`src/rtl/sprite_pkg.sv`:
```
// Shared constants and types for the per-scanline sprite scheduler.
package sprite_pkg;
    localparam int         N_SPRITES   = 16;
    localparam int         N_SLOTS     = 4;
    localparam int         SPRITE_H    = 8;
    localparam logic [7:0] DISABLED_Y  = 8'hFF;
    localparam logic [5:0] STATUS_ADDR = 6'h20;

    // Scheduler phases: wait for a line, test one sprite, load one slot, finish.
    typedef enum logic [1:0] {
        IDLE = 2'd0,
        EVAL = 2'd1,
        LOAD = 2'd2,
        DONE = 2'd3
    } state_t;
endpackage

```
`src/rtl/sprite_attr_ram.sv`:
```
// 32x8 sprite attribute table: even bytes hold X, odd bytes hold Y.
// One CPU read/write port plus combinational X/Y ports for the scanner.
module sprite_attr_ram
    import sprite_pkg::*;
(
    input  logic       i_clk,
    input  logic       i_rst_n,
    input  logic       i_we,
    input  logic [4:0] i_addr,
    input  logic [7:0] i_wdata,
    output logic [7:0] o_rdata,
    input  logic [3:0] i_idx,
    output logic [7:0] o_x,
    output logic [7:0] o_y
);
    logic [7:0] r_mem [0:31];

    // Table storage; reset fills every byte with 0xFF so all sprites start disabled.
    always_ff @(posedge i_clk or negedge i_rst_n) begin
        if (!i_rst_n) begin
            for (int i = 0; i < 32; i++) r_mem[i] <= DISABLED_Y;
        end else if (i_we) begin
            r_mem[i_addr] <= i_wdata;
        end
    end

    // Reads return the stored (pre-write) value, so a same-cycle write is not seen.
    assign o_rdata = r_mem[i_addr];
    assign o_x     = r_mem[{i_idx, 1'b0}];
    assign o_y     = r_mem[{i_idx, 1'b1}];
endmodule

```
`src/rtl/sprite_scheduler.sv`:
```
// Per-scanline sprite evaluator: on an hsync edge, scans the attribute table
// in index order and loads up to N_SLOTS visible sprites into the engine slots.
module sprite_scheduler #(
    parameter int N_SPRITES = sprite_pkg::N_SPRITES,
    parameter int N_SLOTS   = sprite_pkg::N_SLOTS,
    parameter int SPRITE_H  = sprite_pkg::SPRITE_H
) (
    input  logic               clk,
    input  logic               reset_n,
    input  logic               cs,
    input  logic               rw,
    input  logic [5:0]         addr,
    input  logic [7:0]         di,
    output logic [7:0]         dout,
    input  logic [6:0]         vpos,
    input  logic               hsync,
    input  logic               vsync,
    output logic               slot_we,
    output logic [1:0]         slot_idx,
    output logic [3:0]         slot_sprite,
    output logic [7:0]         slot_x,
    output logic [2:0]         slot_line,
    output logic [3:0]         slot_valid,
    output logic               busy,
    output logic               overflow,
    output sprite_pkg::state_t dbg_state
);
    import sprite_pkg::*;

    state_t     r_state, w_state_next;
    logic       r_hs_cur, r_hs_prev, r_vs_cur, r_vs_prev;
    logic [3:0] r_idx;
    logic [2:0] r_count;
    logic [7:0] r_dout;
    logic       r_slot_we, r_busy, r_overflow;
    logic [1:0] r_slot_idx;
    logic [3:0] r_slot_sprite, r_slot_valid;
    logic [7:0] r_slot_x;
    logic [2:0] r_slot_line;

    logic       w_hs_edge, w_vs_edge, w_ram_we, w_hit, w_idx_last, w_slots_full;
    logic       w_start, w_load, w_set_ovf, w_idx_inc, w_finish;
    logic [7:0] w_ram_rdata, w_x, w_y, w_target, w_d;

    assign w_ram_we = cs & rw & ~addr[5];

    sprite_attr_ram u_ram (
        .i_clk   (clk),
        .i_rst_n (reset_n),
        .i_we    (w_ram_we),
        .i_addr  (addr[4:0]),
        .i_wdata (di),
        .o_rdata (w_ram_rdata),
        .i_idx   (r_idx),
        .o_x     (w_x),
        .o_y     (w_y)
    );

    // Register the sync inputs once so edges are detected from prev/cur pairs.
    always_ff @(posedge clk or negedge reset_n) begin
        if (!reset_n) begin
            r_hs_cur  <= 1'b0;
            r_hs_prev <= 1'b0;
            r_vs_cur  <= 1'b0;
            r_vs_prev <= 1'b0;
        end else begin
            r_hs_cur  <= hsync;
            r_hs_prev <= r_hs_cur;
            r_vs_cur  <= vsync;
            r_vs_prev <= r_vs_cur;
        end
    end

    assign w_hs_edge    = r_hs_cur & ~r_hs_prev;
    assign w_vs_edge    = r_vs_cur & ~r_vs_prev;
    // Target is the next line; 127 becomes 128 because the top bit is zero-extended.
    assign w_target     = {1'b0, vpos} + 8'd1;
    assign w_d          = w_target - w_y;
    assign w_hit        = (w_y != DISABLED_Y) && (w_d < 8'(SPRITE_H));
    assign w_idx_last   = (r_idx == 4'(N_SPRITES - 1));
    assign w_slots_full = (r_count >= 3'(N_SLOTS));

    // State register.
    always_ff @(posedge clk or negedge reset_n) begin
        if (!reset_n) r_state <= IDLE;
        else          r_state <= w_state_next;
    end

    // Next-state and datapath strobes; vsync overrides everything, hsync only counts in IDLE.
    always_comb begin
        w_state_next = r_state;
        w_start      = 1'b0;
        w_load       = 1'b0;
        w_set_ovf    = 1'b0;
        w_idx_inc    = 1'b0;
        w_finish     = 1'b0;
        if (w_vs_edge) begin
            w_state_next = IDLE;
        end else begin
            case (r_state)
                IDLE: if (w_hs_edge) begin
                    w_start      = 1'b1;
                    w_state_next = EVAL;
                end
                EVAL: if (w_hit && !w_slots_full) begin
                    w_load       = 1'b1;
                    w_state_next = LOAD;
                end else if (w_hit) begin
                    w_set_ovf    = 1'b1;
                    w_state_next = DONE;
                end else if (w_idx_last) begin
                    w_state_next = DONE;
                end else begin
                    w_idx_inc    = 1'b1;
                end
                LOAD: if (w_idx_last) begin
                    w_state_next = DONE;
                end else begin
                    w_idx_inc    = 1'b1;
                    w_state_next = EVAL;
                end
                DONE: begin
                    w_finish     = 1'b1;
                    w_state_next = IDLE;
                end
                default: w_state_next = IDLE;
            endcase
        end
    end

    // Scan datapath and slot outputs; slot registers are captured on the hit so
    // they and the one-cycle slot_we strobe are visible together during LOAD.
    always_ff @(posedge clk or negedge reset_n) begin
        if (!reset_n) begin
            r_idx         <= 4'd0;
            r_count       <= 3'd0;
            r_slot_we     <= 1'b0;
            r_slot_idx    <= 2'd0;
            r_slot_sprite <= 4'd0;
            r_slot_x      <= 8'd0;
            r_slot_line   <= 3'd0;
            r_slot_valid  <= 4'd0;
            r_busy        <= 1'b0;
            r_overflow    <= 1'b0;
        end else begin
            r_slot_we <= 1'b0;
            if (w_vs_edge) begin
                r_count      <= 3'd0;
                r_slot_valid <= 4'd0;
                r_busy       <= 1'b0;
                r_overflow   <= 1'b0;
            end else begin
                if (w_start) begin
                    r_idx        <= 4'd0;
                    r_count      <= 3'd0;
                    r_slot_valid <= 4'd0;
                    r_overflow   <= 1'b0;
                    r_busy       <= 1'b1;
                end
                if (w_load) begin
                    r_slot_we                  <= 1'b1;
                    r_slot_idx                 <= r_count[1:0];
                    r_slot_sprite              <= r_idx;
                    r_slot_x                   <= w_x;
                    r_slot_line                <= w_d[2:0];
                    r_slot_valid[r_count[1:0]] <= 1'b1;
                    r_count                    <= r_count + 3'd1;
                end
                if (w_set_ovf) r_overflow <= 1'b1;
                if (w_idx_inc) r_idx      <= r_idx + 4'd1;
                if (w_finish)  r_busy     <= 1'b0;
            end
        end
    end

    // Registered CPU read port: table bytes, status word, zero elsewhere.
    always_ff @(posedge clk or negedge reset_n) begin
        if (!reset_n) begin
            r_dout <= 8'd0;
        end else if (cs && !rw) begin
            if (!addr[5])                 r_dout <= w_ram_rdata;
            else if (addr == STATUS_ADDR) r_dout <= {r_busy, r_overflow, 3'b000, r_count};
            else                          r_dout <= 8'd0;
        end
    end

    assign dout        = r_dout;
    assign slot_we     = r_slot_we;
    assign slot_idx    = r_slot_idx;
    assign slot_sprite = r_slot_sprite;
    assign slot_x      = r_slot_x;
    assign slot_line   = r_slot_line;
    assign slot_valid  = r_slot_valid;
    assign busy        = r_busy;
    assign overflow    = r_overflow;
    assign dbg_state   = r_state;
endmodule
```
`config.mk`:
```
export PLATFORM = sky130hd
export DESIGN_NAME = sprite_scheduler
export DESIGN_NICKNAME = d
export VERILOG_FILES = /design/src/rtl/sprite_pkg.sv /design/src/rtl/sprite_attr_ram.sv /design/src/rtl/sprite_scheduler.sv
export SDC_FILE = /design/constraint.sdc
export NUM_CORES = 1
export LEC_CHECK = 0
export ABC_CLOCK_PERIOD_IN_PS = 8300
export BUFFER_PORTS_ARGS = -buffer_cell sky130_fd_sc_hd__buf_4
export CAP_MARGIN = 20
export CELL_PAD_IN_SITES_DETAIL_PLACEMENT = 0
export CELL_PAD_IN_SITES_GLOBAL_PLACEMENT = 1
export CORE_MARGIN = 5
export CORE_UTILIZATION = 25
export DETAILED_ROUTE_END_ITERATION = 6
export MAX_ROUTING_LAYER = met4
export PLACE_DENSITY_LB_ADDON = 0.1
export SKIP_CTS_REPAIR_TIMING = 1
export SLEW_MARGIN = 20
export SYNTH_ARGS = -nofsm -noshare
export SYNTH_HDL_FRONTEND = slang
export SYNTH_SLANG_ARGS = --single-unit
```
`constraint.sdc`:
```
create_clock -name clk -period 8.3 [get_ports clk]
set_input_delay 1.66 -clock clk [delete_from_list [all_inputs] [get_ports clk]]
set_output_delay 1.66 -clock clk [all_outputs]
set_load 0.005 [all_outputs]
```
==> metrics.yaml <==
final_area_um2: 19000
placed_area_um2: 17800
power_frac_comb: 0.221
synth.area.top_cells: "dfstp_2, mux2_2, mux4_2"
ant_nets: 0
peakVddDrop_v: 0.000126
postSynthCellCount: 1066
grt_pass1_vias: 10600
grt_usage: 0.177
worstSetupStartpoint: "r_idx[1]$_DFFE_PN0P_"
coreArea_um2: 64500
antenna_found_initial: 1
whs_endpoint: "r_vs_prev$_DFF_PN0_"
synth_top_area_frac: 0.413
clock_latency_ns: 0.56
cts_inserted_buffers: 38
synth.distinct_cells: 60
seq_power_share: 0.411
power.switching_mw: 1.40
synth_edf_count: 0
r2r_setup_slack_ns: 2.79
synth-seq-cells: 301
final_max_slew_viol_count: 0
die_h_um: 265
row_count: 93
num_vias: 10200
cp.required_ns: 8.73
busiest_layer: "met2"
met2_usage: 0.269
die_area_um2: 70300
via_per_inst: 5.09
tritoncts: "done"
postSynthAreaPerCell_um2: 15.3
path_cells: "buf_4, mux4_2, mux2i_1, nand2_1, o21ai_0, ha_1, ha_1, inv_1, fa_1, nor2b_1, o31a_1, o21a_1, nor2_1, xnor3_2, nor4_4, buf_4, mux2_2"
p_leak_nw: 7.37
post-route-min-period_ns: 5.51
grtUsageMet3: 0.0326
worst_setup_path_end_kind: "flip-flop"
place_ws_ns: 2.80
min_path_cells: 0
hold_path_class: "flip-flop to flip-flop"
async_flop_share: 1.00
fill_cells: 6449
drt-total-wl_um: 60900
yosysTopAreaCell: "dfstp_2"
p_int_mw: 3.20
clockRootBuffer: "clkbuf_16"
p_sw_frac: 0.305
maxCapViolCount: 0
fp.dieW_um: 265
grt-ovfl-total: 0
fin_nets: 1166
layoutNonFillerInstCount: 1998
area_delta_synth_final_pct: 16.5
cts_max_level: 2
rsz0062_at_grt: "no"
start_kind: "flip-flop"
start_util: 0.253
relSlewSlack: 0.292
hold_violations: 0
multi_input_area_um2: 8090
hold_path_startpoint: "r_vs_cur$_DFF_PN0_"
cp_max_fo: 28
ys_seq_area_frac: 0.482
syn_area_um2: 16300
cp_slowest_cell: "dfrtp_4"
cts.sinks: 301
clkPwrFrac: 0.368
grt_util_met1: 0.251
setup_viol: 0
tns_ns: 0
boundaryPins: 61
final.setup_skew_ns: 0.0170
drtIter0Drc: 737
r2r_cells: 17
period_share: 0.664
r2r_start: "r_idx[1]$_DFFE_PN0P_"
clk_pin_slew_ns: 0.06
worst_r2r_endpoint: "slot_idx[1]$_DFFE_PN0P_"
grt_max_degree: 145
ys.warnings.count: 0
fmax_mhz: 181
grt_first_pass_wirelength_um: 86800
clk_path_buf_depth: 3
postSynthNetCount: 1117
drc: 0
crit_arrival_ns: 5.95
avgRoutedWirePerCell_um: 30.5
crit_type: "flip-flop to flip-flop"
numPortBuffers: 60
setup_ws_ns: 2.79
powerDensity_nw_per_um2: 242
critPathMaxStageDelay_ns: 0.80
hpwl_um: 39500
placedCellCount: 1930
first_pass_iters: 5
drive_gt1_frac: 0.727
synth_flop_cell: "dfstp_2"
final_util: 0.294
gp_congestion: 0.789
seq_area_um2: 7860
worst_slew_pin_slew_ns: 1.06
status: "finished, final reports clean"
layout by cell type (no fill, tap or decap), drive strengths merged, types with 4 or more instances in the layout:
cell    count
clkbuf     57
o21ai      13
nor2b       4
dfstp     256
a21oi       5
nand3      10
dfrtp      45
ha         23
inv        17
nor2       33
nand4      10
buf        85
mux2      282
nand2      47
nor3        8
nand2b      4
nand3b      4
mux2i       9
a22oi      35
clkinv      6
a22o        7
mux4      134
cell families (layout without fill, tap and decap cells):
family                     after synthesis  after routing  synth area share
adders and majority gates               24             24            0.0189
xor gates and xnor gates                 1              1           0.00146
and+or+nand+nor                        138            138            0.0424
other                                    0              1                 0
buffers and inverters                   92            168            0.0256
AOI/OAI and AO/OA                       85             85            0.0390
DFF                                    301            301             0.482
muxes                                  425            425             0.390
sequential cells by signal, summed over array words and instances, names as in the netlist, 2 cells and up:
name,cells
slot_valid,4
slot_x,8
dout,8
u_ram.r_mem,256
slot_sprite,4
r_idx,4
slot_idx,2
dbg_state,2
r_count,3
slot_line,3
worst max path at each step:
stage                                 end  cells after the start
2_1_floorplan    slot_line[1]$_DFFE_PN0P_                     14
3_3_place_gp        slot_x[7]$_DFFE_PN0P_                     17
3_5_place_dp        slot_x[7]$_DFFE_PN0P_                     17
4_1_cts           slot_idx[1]$_DFFE_PN0P_                     17
5_1_grt        slot_sprite[2]$_DFFE_PN0P_                     17
6_report          slot_idx[1]$_DFFE_PN0P_                     17
layout make-up:
cell class | count | area share
Antenna cell | 1 | 0.000132
Tap cell | 855 | 0.0564
Timing Repair Buffer | 85 | 0.0353
Multi-Input combinational cell | 673 | 0.426
Clock inverter | 10 | 0.00679
Clock buffer | 57 | 0.0576
Inverter | 16 | 0.00316
Sequential cell | 301 | 0.414
cells in the mapped netlist (2+ instances only):
master    number
and2_1         3
a22oi_1       35
nor2_1        33
o311ai_0       2
mux2_1         2
mux2_2       270
or3_1          3
nand4_1        9
nand3b_1       4
mux4_2       124
buf_1          8
and3_1         3
a21oi_1        5
a22o_1         7
nor3_1         8
clkbuf_1      51
buf_6          4
or2_2          2
mux4_1        10
a21o_1         2
mux2_4        10
o21ai_0       13
nand3_1        9
nand2b_1       4
o22ai_1        2
a31oi_1        2
buf_2         11
nand2_1       47
a211oi_1       2
inv_1         16
nor2b_1        4
o21a_1         3
ha_1          23
nor4_1         2
mux2i_1        9
dfrtp_1       45
dfstp_2      256
stage by stage:
step	power, mW	hold WS, ns
floorplan	2.54	0.368
global placement	2.94	0.396
detailed placement	2.94	0.392
CTS	4.67	0.414
global route	4.81	0.434
finish	4.60	0.408
power groups by stage:
stage | clock network [mW] | logic, mW | registers (mW)
after floorplan | 0 | 0.777 | 1.77
after global placement | 0 | 1.02 | 1.92
after detailed placement | 0 | 1.03 | 1.91
after CTS | 1.75 | 1.03 | 1.89
after global routing | 1.80 | 1.10 | 1.92
final | 1.69 | 1.02 | 1.89
worst max-delay path: cells and delay by family, from the launching register on:
| family | cells | cell delay [ns] |
|---|---|---|
| xor gates and xnor gates | 1 | 0.45 |
| adders and majority gates | 3 | 0.72 |
| DFF | 1 | 0.80 |
| AOI/OAI and AO/OA | 3 | 0.46 |
| muxes | 3 | 1.32 |
| buffers and inverters | 3 | 0.90 |
| and+or+nand+nor | 4 | 0.70 |
routing by layer:
metal | part of all wire | up-vias | wire, um
met2 | 0.46 | 288 | 28200
li1 | - | 4245 | -
met4 | 0.019 | 0 | 1130
met1 | 0.47 | 5556 | 28800
met5 | 0 | - | 0
met3 | 0.047 | 71 | 2870
(Power assumes the default switching activity.)
